<file path="src/rtl/if_stage_pkg.sv">
// rtl/if_stage_pkg.sv - shared widths, constants and buffer entry type for the fetch stage
package if_stage_pkg;

    localparam int ADDR_W = 32;
    localparam int INST_W = 32;
    localparam int DROP_W = 8;

    localparam logic [ADDR_W-1:0] PC_STEP          = 32'd4;
    localparam logic [ADDR_W-1:0] ADDR_MASK        = 32'hFFFF_FFFC;
    localparam logic [ADDR_W-1:0] DEFAULT_RESET_PC = 32'h0000_0000;

    typedef struct packed {
        logic [INST_W-1:0] inst;
        logic [ADDR_W-1:0] pc;
    } fetch_entry_t;

endpackage

</file>
<file path="src/rtl/fetch_fifo.sv">
// rtl/fetch_fifo.sv - small synchronous FIFO with flush, used for the instruction buffer and PC queue
module fetch_fifo
    import if_stage_pkg::*;
#(
    parameter int WIDTH = 64,
    parameter int DEPTH = 2,
    localparam int PTR_W = (DEPTH > 1) ? $clog2(DEPTH) : 1,
    localparam int CNT_W = $clog2(DEPTH + 1)
) (
    input  logic             clk,
    input  logic             rst,
    input  logic             push,
    input  logic             pop,
    input  logic             flush,
    input  logic [WIDTH-1:0] wdata,
    output logic [WIDTH-1:0] rdata,
    output logic [CNT_W-1:0] count
);

    logic [WIDTH-1:0] mem [DEPTH];
    logic [PTR_W-1:0] rd_ptr;
    logic [PTR_W-1:0] wr_ptr;
    logic             empty;
    logic             full;
    logic             do_push;
    logic             do_pop;

    function automatic logic [PTR_W-1:0] next_ptr(input logic [PTR_W-1:0] p);
        return (p == PTR_W'(DEPTH - 1)) ? '0 : p + PTR_W'(1);
    endfunction

    assign empty   = (count == '0);
    assign full    = (count == CNT_W'(DEPTH));
    assign do_pop  = pop && !empty;
    assign do_push = push && (!full || do_pop);
    assign rdata   = mem[rd_ptr];

    always_ff @(posedge clk or posedge rst) begin
        if (rst) begin
            rd_ptr <= '0;
            wr_ptr <= '0;
            count  <= '0;
            for (int i = 0; i < DEPTH; i++) begin
                mem[i] <= '0;
            end
        end else if (flush) begin
            rd_ptr <= '0;
            wr_ptr <= '0;
            count  <= '0;
        end else begin
            if (do_push) begin
                mem[wr_ptr] <= wdata;
                wr_ptr      <= next_ptr(wr_ptr);
            end
            if (do_pop) begin
                rd_ptr <= next_ptr(rd_ptr);
            end
            case ({do_push, do_pop})
                2'b10:   count <= count + CNT_W'(1);
                2'b01:   count <= count - CNT_W'(1);
                default: count <= count;
            endcase
        end
    end

    // Upstream credit accounting guarantees space; a dropped push means that accounting broke.
    no_overflow: assert property (@(posedge clk) disable iff (rst)
        !(push && full && !do_pop && !flush));

endmodule

</file>
<file path="src/rtl/if_stage.sv">
// rtl/if_stage.sv - instruction fetch: PC ownership, credit-limited fetch, redirect flush and stale drop
module if_stage
    import if_stage_pkg::*;
#(
    parameter logic [ADDR_W-1:0] RESET_PC = DEFAULT_RESET_PC,
    parameter int                DEPTH    = 2
) (
    input  logic              clk,
    input  logic              rst,
    input  logic              redirect,
    input  logic [ADDR_W-1:0] redirect_pc,
    output logic              imem_req_valid,
    input  logic              imem_req_ready,
    output logic [ADDR_W-1:0] imem_req_addr,
    input  logic              imem_resp_valid,
    input  logic [INST_W-1:0] imem_resp_data,
    output logic              inst_valid,
    input  logic              inst_ready,
    output logic [INST_W-1:0] inst,
    output logic [ADDR_W-1:0] inst_pc
);

    localparam int CNT_W = $clog2(DEPTH + 1);

    logic [ADDR_W-1:0] fetch_pc;
    logic [CNT_W-1:0]  outstanding;
    logic [CNT_W-1:0]  count;
    logic [CNT_W-1:0]  pc_count;
    logic [DROP_W-1:0] drop_cnt;
    logic [CNT_W:0]    credit_used;
    logic [ADDR_W-1:0] pc_head;
    logic              req_fire;
    logic              resp_stale;
    logic              resp_keep;
    logic              pop;
    fetch_entry_t      push_entry;
    fetch_entry_t      head;

    assign resp_stale = (drop_cnt != '0);
    assign resp_keep  = imem_resp_valid && !resp_stale && !redirect;
    assign pop        = inst_valid && inst_ready && !redirect;

    // A same-cycle pop frees its slot so a 1-cycle memory can stream at full rate.
    assign credit_used    = {1'b0, outstanding} + {1'b0, count} - {{CNT_W{1'b0}}, pop};
    assign imem_req_valid = !rst && !redirect && (count != CNT_W'(DEPTH))
                            && (credit_used < (CNT_W + 1)'(DEPTH));
    assign imem_req_addr  = fetch_pc & ADDR_MASK;
    assign req_fire       = imem_req_valid && imem_req_ready;

    assign push_entry = '{inst: imem_resp_data, pc: pc_head};
    assign inst_valid = (count != '0);
    assign inst       = head.inst;
    assign inst_pc    = head.pc;

    always_ff @(posedge clk or posedge rst) begin
        if (rst) begin
            fetch_pc    <= RESET_PC;
            outstanding <= '0;
            drop_cnt    <= '0;
        end else if (redirect) begin
            // Every in-flight request becomes stale; a response landing now is discarded too.
            fetch_pc    <= redirect_pc & ADDR_MASK;
            outstanding <= '0;
            drop_cnt    <= drop_cnt + DROP_W'(outstanding) - DROP_W'(imem_resp_valid);
        end else begin
            if (req_fire) begin
                fetch_pc <= imem_req_addr + PC_STEP;
            end
            case ({req_fire, resp_keep})
                2'b10:   outstanding <= outstanding + CNT_W'(1);
                2'b01:   outstanding <= outstanding - CNT_W'(1);
                default: outstanding <= outstanding;
            endcase
            if (imem_resp_valid && resp_stale) begin
                drop_cnt <= drop_cnt - DROP_W'(1);
            end
        end
    end

    fetch_fifo #(.WIDTH(INST_W + ADDR_W), .DEPTH(DEPTH)) u_inst_buf (
        .clk   (clk),
        .rst   (rst),
        .push  (resp_keep),
        .pop   (pop),
        .flush (redirect),
        .wdata (push_entry),
        .rdata (head),
        .count (count)
    );

    fetch_fifo #(.WIDTH(ADDR_W), .DEPTH(DEPTH)) u_pc_q (
        .clk   (clk),
        .rst   (rst),
        .push  (req_fire),
        .pop   (resp_keep),
        .flush (redirect),
        .wdata (imem_req_addr),
        .rdata (pc_head),
        .count (pc_count)
    );

    pc_q_tracks_outstanding: assert property (@(posedge clk) disable iff (rst)
        pc_count == outstanding);

    no_unexpected_resp: assert property (@(posedge clk) disable iff (rst)
        !(imem_resp_valid && drop_cnt == '0 && outstanding == '0));

endmodule

</file>
<file path="config.mk">
export PLATFORM = sky130hd
export DESIGN_NAME = if_stage
export DESIGN_NICKNAME = d
export VERILOG_FILES = /design/src/rtl/if_stage_pkg.sv /design/src/rtl/fetch_fifo.sv /design/src/rtl/if_stage.sv
export SDC_FILE = /design/constraint.sdc
export NUM_CORES = 1
export LEC_CHECK = 0
export CAP_MARGIN = 10
export CORE_MARGIN = 1.5
export CORE_UTILIZATION = 55
export DETAILED_ROUTE_END_ITERATION = 12
export GPL_ROUTABILITY_DRIVEN = 0
export PLACE_DENSITY_LB_ADDON = 0.25
export SETUP_SLACK_MARGIN = 0.15
export SYNTH_ARGS = -nofsm -noshare
export SYNTH_HDL_FRONTEND = slang
export SYNTH_SLANG_ARGS = --single-unit
</file>
<file path="constraint.sdc">
create_clock -name clk -period 15.8 [get_ports clk]
set_input_delay 3.95 -clock clk [delete_from_list [all_inputs] [get_ports clk]]
set_output_delay 3.95 -clock clk [all_outputs]
set_load 0.02 [all_outputs]
</file>
======== Word level (Yosys, flattened, before mapping) ========
Cells that the tools add are included.
cells by class
  $add $sub $neg .......................... 16
  order comparisons ....................... 7
  eq/ne operators ......................... 9
  mux-type cells .......................... 34
  bitwise gates (word level) .............. 5
  reduce and logical (&&, ||, !) cells .... 39
operators by type and width
  kind                   count
  $mux 64                4
  $mux 32                6
  $bwmux 128             1
  $bwmux 64              1
  $demux 64 s1           1
  $add 32x3->32 const B  1
  $demux 32 s1           1
  $mux 8                 2
  $logic_and 1x1->1      15
  $reduce_bool 2->1      7
  $mux 1                 12
  $pmux 2 s2             3
  $eq 2x2->1 const B     5
  $reduce_bool 3->1      3
  $add 8x2->8            1
  $ge 2x2->1 const B     4
  $not 1->2              4
  $reduce_bool 8->1      1
  $sub 8x1->8            1
  $sub 8x1->8 const B    1
  $logic_not 1->1        7
  $add 2x1->2 const B    3
  $eq 2x1->1 const B     3
  $mux 2                 3
  other kinds (11)       20
word-level totals
  register bits ........................... 242
  logic and storage cells ................. 123

======== Logic depth before layout (Yosys ltp) ========
Gate-level depths: netlist of run 1.
  depth after elaboration ................. 11
  depth in mapped cells ................... 14

======== Cells and area by module ========
A second synthesis of run 1 with hierarchy kept.
second synthesis, totals
  cells, all modules ...................... 900
  area, all modules ....................... 11939.0 sq um
modules (own cells, without submodules)
  module                   instances  cells each  area an instance (sq um)  sequential area each (sq um)
  fetch_fifo (u_inst_buf)  1          366         5916.9                    3303.2
  fetch_fifo (u_pc_q)      1          198         3138.0                    1701.6
  if_stage                 1          336         2884.0                    1001.0

======== Worst setup path before layout of run 1 ========
Ideal clock, no wire load.
  kind .................................... input -> output
  start point ............................. in redirect
  end point ............................... out imem_req_valid
  data arrival time ....................... 6.764 ns
  data required time ...................... 11.850 ns
  slack ................................... 5.086 ns
  cell stages on the path ................. 11
  path buffers ............................ 4
  path through ............................ clkbuf_1 clkbuf_1 clkbuf_1 buf_1 nor2_1 ha_1 nand2b_1 fa_1 nor2b_1 nand3_2 nor2_1
on the way
  word-level cells in the longest chain between the ends .. 5
RTL lines
  item                 line                            text
  start: declaration   if_stage.sv:10                  input logic redirect,
  $logic_not 1->1 *    if_stage.sv:41, if_stage.sv:45
  $logic_and 1x1->1    if_stage.sv:41                  assign pop = inst_valid && inst_ready && !redirect;
  $sub 3x1->3          if_stage.sv:44                  assign credit_used = {1'b0, outstanding} + {1'b0, count} - {{CNT_W{1'b0}}, pop};
  $lt 3x2->1           if_stage.sv:46                  && (credit_used < (CNT_W + 1)'(DEPTH));
  $logic_and 1x1->1 *  if_stage.sv:46
  end: declaration     if_stage.sv:12                  output logic imem_req_valid,
Every way passes the cells marked *; elsewhere a longest branch is shown, timed or not.

======== Final worst setup path of run 1 ========
  start point ............................. in inst_ready
  end point ............................... out imem_req_valid
on the way
  word-level cells in the longest chain between the ends .. 5
RTL lines
  item                             line            text
  start: declaration               if_stage.sv:18  input logic inst_ready,
  $logic_and 1x1->1 (2 in series)  if_stage.sv:41
  $sub 3x1->3                      if_stage.sv:44
  $lt 3x2->1                       if_stage.sv:46
  $logic_and 1x1->1                if_stage.sv:46
No other way between the ends.

==> results of run 1 <==
[state kept, by name (all words and copies together) (netlist names), 2 cells and up]
| register | cells |
|---|---|
| fetch_pc | 30 |
| u_inst_buf.mem | 124 |
| u_pc_q.mem | 60 |
| outstanding | 2 |
| u_pc_q.count | 2 |
| drop_cnt | 8 |
| u_inst_buf.count | 2 |
[per-stage QoR]
step	area [um2]	total power, mW	worst slack [ps]
floorplan	11270	1.161	5086
global placement	13080	1.331	4952
detailed placement	13080	1.347	4892
CTS	13880	1.930	4880
global route	13880	2.019	4711
finish	13880	1.912	4856
[cell type report]
| type | count | area (um2) |
|---|---|---|
| inverter | 33 | 131.4 |
| timing repair buffer | 170 | 1674 |
| clock buffer | 35 | 713.2 |
| tap | 270 | 337.8 |
| multi-input combinational | 579 | 5131 |
| clock inverter | 7 | 88.84 |
| fill | 1505 | 6286 |
| sequential | 232 | 5807 |
[logic make-up (layout without fill, tap and decap cells)]
| group | count (synthesis) | after routing | share of synthesized area, % |
|---|---|---|---|
| muxes | 283 | 283 | 28.24 |
| AOI/OAI and AO/OA | 64 | 64 | 3.566 |
| adders and majority gates | 23 | 23 | 2.689 |
| xor gates and xnor gates | 34 | 34 | 2.711 |
| DFF | 232 | 232 | 51.55 |
| buffers and inverters | 81 | 245 | 3.100 |
| other | 1 | 4 | 0.03330 |
| and+or+nand+nor | 171 | 171 | 8.110 |
[worst register-to-register path, cell delays in order (launching register included)]
cell      delay [ps]
dfrtp_1          380
inv_1            130
nand2_1          120
nand2_1          120
nor2_1            50
ha_1             290
nand2b_1         160
fa_1             470
nor2b_1          370
nand4_4          260
a31o_2           320
or3_1            360
buf_4            290
mux2_2           320
[layer usage]
| layer | track usage, % | up-vias | wire length [um] | share of wire [%] |
|---|---|---|---|---|
| met4 | 5.909 | 0 | 489 | 2.1 |
| met3 | 2.719 | 38 | 1020 | 4.3 |
| met1 | 32.38 | 3713 | 11120 | 47 |
| met5 | 0 | - | 0 | 0 |
| met2 | 37.12 | 182 | 11160 | 47 |
| li1 | - | 3465 | - | - |
[worst paths after layout]
kind / from / end / depth (start not counted)
worst max-delay path: inst_ready / imem_req_valid / 10
worst min-delay path: u_pc_q.mem[52] / u_pc_q.mem[52] / 1
worst max register to register: u_inst_buf.count[0] / u_pc_q.mem[57] / 13
worst min register to register: u_pc_q.mem[52] / u_pc_q.mem[52] / 1
max in group asynchronous: rst / u_inst_buf.mem[49] / 4
min in group asynchronous: rst / fetch_pc[9] / 2
[power breakdown]
part / total, mW / switching, mW / internal, mW
Clock: 0.572 / 0.227 / 0.345
Combinational: 0.554 / 0.255 / 0.299
Sequential: 0.785 / 0.0744 / 0.711
[cells in the final DEF, fill, tap and decap left out, drive strengths merged, types with 8 or more instances in the layout]
cell,netlist,final
nor3,17,17
inv,32,33
ha,21,21
nand3,27,27
clkbuf,24,35
nor2b,9,9
xor2,8,8
dfrtp,232,232
o21ai,27,27
clkdlybuf4s50,0,160
a21oi,9,9
or4,9,9
xnor2,26,26
nand2,43,43
a22oi,8,8
nor2,26,26
nand4,10,10
mux2,278,278
buf,24,10
==> flow_metrics.tcl, run 1 <==
set metrics [dict create \
    status "completed" \
    layout.cells.non_filler 1326 \
    maxSlewViolCount 0 \
    clk_path_buf_depth 3 \
    drive_gt1_share_pct 32.01 \
    clkLatencyLatePin_ps 520 \
    port_buffers 161 \
    areaGrowthSynthToFinish_pct 23.28 \
    syn_area_um2 11260 \
    crit_type "in -> out" \
    grt_pass1_wl_um 39560 \
    tightest_slew_ps 922.4 \
    hold_class "reg -> reg" \
    die_h_um 146.1 \
    synth_top_area_cell "dfrtp_1" \
    crit_chain "clkdlybuf4s50_1 > nand2_1 > nor2_1 > ha_1 > nand2b_1 > fa_1 > nor2b_1 > nand3_2 > nor2_1 > clkdlybuf4s50_1" \
    synth_edf_count 0 \
    routedWlPerCell_um 17.94 \
    grt-ovfl-total 0 \
    synth_cell_types 51 \
    numCtsBuffers 25 \
    drtIter0Drc 359 \
    hpwlAfterDp_um 15280 \
    yosysWarnings 0 \
    syn_inst 889 \
    nets 1134 \
    drt-total-wl_um 23790 \
    grt_pass1_vias 7582 \
    synth_area_per_cell_um2 12.67 \
    crit_required_ps 11850 \
    rrSetupSlack_ps 12020 \
    ys.flop_type "dfrtp_1" \
    drc 0 \
    viasPerCell 5.579 \
    setup_violations 0 \
    antenna_found_initial 0 \
    cts_tree "built" \
    slowest_delay_ps 630 \
    fin_crit_ps 10940 \
    critPathSlowestCell "clkdlybuf4s50_1" \
    start_util_pct 55.84 \
    htreeDepth 1 \
    timing.fmax_ghz 0.09138 \
    postLayoutCoreUtil_pct 68.83 \
    antennaDiodeCount 0 \
    die_w_um 146.1 \
    synth_most_common_cell "mux2_2" \
    die_area_um2 21340 \
    drt-pass1-iter-count 5 \
    hold_buffers 0 \
    whs_ps 500.2 \
    power.leakage_nw 6.349 \
    yosys.area.top_type_share_pct 51.55 \
    cts_setup_buffers 0 \
    cpLargestDelayFamily "buffers and inverters" \
    grt_usage_pct 22.68 \
    final_antenna_net_count 0 \
    core_um2 20170 \
    rows 52 \
    power.density_nw_per_um2 137.7 \
    rsz0062_at_grt "no" \
    maxSlewHeadroom_pct 38.51 \
    clkSinkCount 232 \
    finClkSkew_ps 15.01 \
    critical_path.startpoint_type "primary input" \
    peakVddDrop_v 0.0001161 \
    synth_top_cells_by_count "mux2_2, dfrtp_1, nand2_1" \
    setup_tns_ps 0 \
    cts_resized 0 \
    routed-via-count 7398 \
    clk_pin_slew_ps 60 \
    grt_start_max_net_pins 119 \
    path_buf_inv 2 \
    hold_violations 0 \
    cp-end-kind "output pin" \
    yosysSeqAreaShare_pct 51.55 \
    critical_path_peak_fanout 6 \
    finalCritPeriodShare_pct 69.26 \
    yosys_register_bits 232 \
    place_inst 1284 \
    cap_violations 0 \
    async_flop_share_pct 100.0 \
    crit_arrival_ps 6990 \
    cts_root_buffer "clkbuf_16" \
    pin_count 168 \
    synth_area_leaders "dfrtp_1, mux2_2, ha_1, xnor2_1, nand2_1" \
]
No activity file was read; power rests on OpenSTA's default activity.
==> run 2, diff against run 1 <==
--- a/config.mk
+++ b/config.mk
@@ -7,7 +7,7 @@
 export LEC_CHECK = 0
 export CAP_MARGIN = 10
 export CORE_MARGIN = 1.5
-export CORE_UTILIZATION = 55
+export CORE_UTILIZATION = 49
 export DETAILED_ROUTE_END_ITERATION = 12
 export GPL_ROUTABILITY_DRIVEN = 0
 export PLACE_DENSITY_LB_ADDON = 0.25
==> constraint.sdc (replaced) <==
create_clock -name clk -period 10 [get_ports clk]
set_input_delay 2.5 -clock clk [delete_from_list [all_inputs] [get_ports clk]]
set_output_delay 2.5 -clock clk [all_outputs]
set_load 0.02 [all_outputs]
==> flow_metrics.tcl, run 2 (synthesis results as in run 1) <==
set metrics [dict create \
    hpwlAfterDp_um 15450 \
    grt_start_max_net_pins 155 \
    setup_violations 0 \
    regMostFlops "u_inst_buf.mem" \
    port_buffers 161 \
    maxSlewViolCount 0 \
    dpl-instance-area_um2 13090 \
    clkLatencyLatePin_ps 510 \
    antennaDiodeCount 0 \
    tightest_slew_ps 1065 \
    preCtsSetupSlack_ps 2043 \
    critical_path.startpoint_type "primary input" \
    finalInstanceArea_um2 13920 \
    critical_path_peak_fanout 6 \
    most-common-layout-cells "mux2_2, dfrtp_1, clkdlybuf4s50_1, nand2_1, inv_1" \
    finalCritPeriodShare_pct 79.51 \
    grt-ovfl-total 0 \
    clk_path_buf_depth 3 \
    cts_root_buffer "clkbuf_16" \
    crit_required_ps 7500 \
    die_h_um 154.6 \
    power.leakage_nw 6.369 \
    power.density_nw_per_um2 218.2 \
    layout.cells.non_filler 1342 \
    drt-total-wl_um 24430 \
    final_common_cell "mux2_2" \
    nets 1132 \
    crit_type "in -> out" \
    drive_gt1_share_pct 32.07 \
    rows 55 \
    cts_setup_buffers 0 \
    cts_resized 0 \
    maxSlewHeadroom_pct 29.02 \
    final_antenna_net_count 0 \
    drtIter0Drc 326 \
    peakVddDrop_v 0.0001426 \
    drt-pass1-iter-count 4 \
    pin_count 168 \
    setup_tns_ps 0 \
    hold_class "reg -> reg" \
    grt_pass1_wl_um 39920 \
    areaGrowthSynthToFinish_pct 23.64 \
    cts_tree "built" \
    cp-end-kind "output pin" \
    die_w_um 154.6 \
    regArea_um2 5807 \
    routedWlPerCell_um 18.20 \
    rsz0062_at_grt "no" \
    die_area_um2 23900 \
    viasPerCell 5.472 \
    grt_pass1_vias 7521 \
    setup_slack_ps 2049 \
    hold_buffers 0 \
    fillers 1804 \
    numCtsBuffers 25 \
    antenna_found_initial 0 \
    core_um2 22570 \
    multiInputGateArea_um2 5136 \
    timing.fmax_ghz 0.1258 \
    start_util_pct 49.89 \
    p_total_mw 3.039 \
    fin_crit_ps 7951 \
    finClkSkew_ps 16.02 \
    postLayoutCoreUtil_pct 61.69 \
    whs_ps 499.6 \
    largest_register_ffs 124 \
    hold_violations 0 \
    drc 0 \
    place_inst 1297 \
    grt_usage_pct 20.73 \
    clkSinkCount 232 \
    htreeDepth 1 \
    crit_arrival_ps 5450 \
    cap_violations 0 \
    status "completed" \
    largestRegisters "u_inst_buf.mem (124), u_pc_q.mem (60), fetch_pc (30)" \
    clk_pin_slew_ps 60 \
    routed-via-count 7343 \
]
run 2: changes by cell type in the layout (fill, tap and decap cells not counted), sizes merged:
cell	change
bufinv	-1
buf	-2
clkinvlp	+1
inv	-1
clkinv	-1
clkbuf	+5
run 2: final timing paths:
kind                                      from                   to  slack [ps]  cells past startpoint
min in group asynchronous                  rst  u_inst_buf.count[0]        2700                      2
max in group asynchronous                  rst  u_inst_buf.mem[117]        5630                      3
hold / removal              u_inst_buf.mem[56]   u_inst_buf.mem[56]         500                      1
hold reg to reg             u_inst_buf.mem[56]   u_inst_buf.mem[56]         500                      1
setup reg to reg           u_inst_buf.count[0]       u_pc_q.mem[21]        6270                     13
setup / recovery                    inst_ready       imem_req_valid        2050                     10
run 2: critical path, stage by stage:
cell and delay, ps:
clkdlybuf4s50_1 580, nand2_1 120, nor2_1 110, ha_1 230, nand2b_1 150, fa_1 470, nor2b_1 340, nand3_2 200
nor2_1 130, clkdlybuf4s50_1 610
run 2: power by group:
| group | switching [mW] | leakage [nW] | internal, mW |
|---|---|---|---|
| registers | 0.116 | 3.05 | 1.12 |
| logic | 0.408 | 2.90 | 0.473 |
| clock network | 0.361 | 0.412 | 0.558 |
run 2: routing by layer:
metal  track usage, %  wire (um)  vias to the layer above
met3            2.858        954                       26
met2            34.23      11490                      164
met1            29.41      11650                     3693
met4            4.212        334                        0
met5                0          0                        -
li1                 -          -                     3460
run 2: layout make-up:
cell class / count / share of cell area (%)
sequential: 232 / 41.70
clock inverter: 5 / 0.3774
timing repair buffer: 168 / 11.91
inverter: 33 / 0.9435
tap: 285 / 2.561
clock buffer: 40 / 5.616
multi-input combinational: 579 / 36.89
==> run 3, diff against run 2 <==
--- a/config.mk
+++ b/config.mk
@@ -7,7 +7,7 @@
 export LEC_CHECK = 0
 export CAP_MARGIN = 10
 export CORE_MARGIN = 1.5
-export CORE_UTILIZATION = 49
+export CORE_UTILIZATION = 55
 export DETAILED_ROUTE_END_ITERATION = 12
 export GPL_ROUTABILITY_DRIVEN = 0
 export PLACE_DENSITY_LB_ADDON = 0.25
==> constraint.sdc (replaced) <==
create_clock -name clk -period 7.4 [get_ports clk]
set_input_delay 1.85 -clock clk [delete_from_list [all_inputs] [get_ports clk]]
set_output_delay 1.85 -clock clk [all_outputs]
set_load 0.02 [all_outputs]
==> flow_metrics.tcl, run 3 (synthesis results as in run 1) <==
set metrics [dict create \
    regMostFlops "u_inst_buf.mem" \
    clkLatencyLatePin_ps 520 \
    nets 1136 \
    routed-via-count 7431 \
    cts_setup_buffers 0 \
    routedWlPerCell_um 18.02 \
    fin_crit_ps 6742 \
    finalCritPeriodShare_pct 91.11 \
    grt_pass1_wl_um 39610 \
    rr_endpoint "u_pc_q.mem[36]" \
    hold_violations 0 \
    drc 0 \
    htreeDepth 1 \
    die_w_um 146.1 \
    final_common_cell "mux2_2" \
    r2r_cells 13 \
    hold_class "reg -> reg" \
    setup_violations 0 \
    areaGrowthSynthToFinish_pct 23.74 \
    cp-end-kind "output pin" \
    whs_ps 500.1 \
    setup_slack_ps 657.8 \
    critical_path.startpoint_type "primary input" \
    crit_end "imem_req_valid" \
    peakVddDrop_v 0.0002021 \
    cts_tree "built" \
    largest_register_ffs 124 \
    grt_start_max_net_pins 168 \
    grt_usage_pct 22.83 \
    antennaDiodeCount 0 \
    cap_violations 0 \
    critical_path_peak_fanout 6 \
    core_um2 20170 \
    finClkSkew_ps 8.509 \
    clkSinkCount 232 \
    final_antenna_net_count 0 \
    cts_resized 0 \
    status "completed" \
    clk_path_buf_depth 3 \
    maxSlewHeadroom_pct 38.06 \
    startpoint "inst_ready" \
    drt-pass1-iter-count 5 \
    setup_tns_ps 0 \
    clk_pin_slew_ps 60 \
    timing.fmax_ghz 0.1483 \
    cts_root_buffer "clkbuf_16" \
    maxSlewViolCount 0 \
    pin_count 168 \
    rows 52 \
    finalInstanceArea_um2 13940 \
    largestRegisters "u_inst_buf.mem (124), u_pc_q.mem (60), fetch_pc (30)" \
    p_total_mw 4.132 \
    preCtsSetupSlack_ps 686.5 \
    antenna_found_initial 0 \
    fillers 1465 \
    tightest_slew_ps 929.1 \
    drtIter0Drc 426 \
    die_h_um 146.1 \
    viasPerCell 5.579 \
    r2r_start "u_inst_buf.count[0]" \
    drt-total-wl_um 24000 \
    drive_gt1_share_pct 32.20 \
    die_area_um2 21340 \
    power.density_nw_per_um2 296.5 \
    rrSetupSlack_ps 3360 \
    crit_arrival_ps 4890 \
    crit_type "in -> out" \
    grt-ovfl-total 0 \
    numCtsBuffers 25 \
    power.leakage_nw 6.367 \
    crit_required_ps 5550 \
    rsz0062_at_grt "no" \
    port_buffers 161 \
    dpl-instance-area_um2 13110 \
    start_util_pct 55.84 \
    grt_pass1_vias 7809 \
    hold_buffers 0 \
    hpwlAfterDp_um 15700 \
    most-common-layout-cells "mux2_2, dfrtp_1, clkdlybuf4s50_1, nand2_1, inv_1" \
]
[run 3: critical path, cell delays in order]
cell	delay (ps)
clkdlybuf4s50_1	580
nand2_1	120
nor2_1	140
ha_1	240
nand2b_1	150
fa_1	470
nor2b_1	350
nand3_2	190
nor2_1	160
clkdlybuf4s50_1	630
[run 3: area by class of cell]
cell class              instances  area, um2  area share [%]
clock buffers                  38      734.5           5.270
multi-input cells             579       5131           36.82
clock inverters                 8      96.34          0.6913
repair buffers                172       1702           12.21
inverters                      33      127.6          0.9158
well taps                     270      337.8           2.424
flip-flops and latches        232       5807           41.67
[run 3: how the worst min path moves through the flow]
stage,startpoint,to,depth (start not counted)
global route,u_inst_buf.mem[116],u_inst_buf.mem[116],1
detailed placement,u_inst_buf.mem[20],u_inst_buf.mem[20],1
floorplan,u_inst_buf.mem[62],u_inst_buf.mem[62],1
finish,u_inst_buf.mem[20],u_inst_buf.mem[20],1
CTS,u_inst_buf.mem[26],u_inst_buf.mem[26],1
global placement,u_inst_buf.mem[34],u_inst_buf.mem[34],1
[run 3: where the power goes]
group / total, mW / switching [mW] / internal, mW
Combinational: 1.20 / 0.563 / 0.641
Sequential: 1.68 / 0.158 / 1.52
Clock: 1.25 / 0.499 / 0.753
[run 3: metal layers]
metal / part of all wire, % / vias up / global-route usage (%)
met4: 1.6 / 0 / 5.404
met5: 0 / - / 0
met2: 49 / 187 / 38.36
met3: 4.1 / 32 / 3.156
li1: - / 3465 / -
met1: 46 / 3747 / 31.69
[run 3: per-stage QoR]
step / instances / util [%]
CTS: 1332 / 69.09
finish: 1332 / 69.09
floorplan: 892 / -
global placement: 1286 / 64.98
detailed placement: 1286 / 64.98
global route: 1332 / 69.09
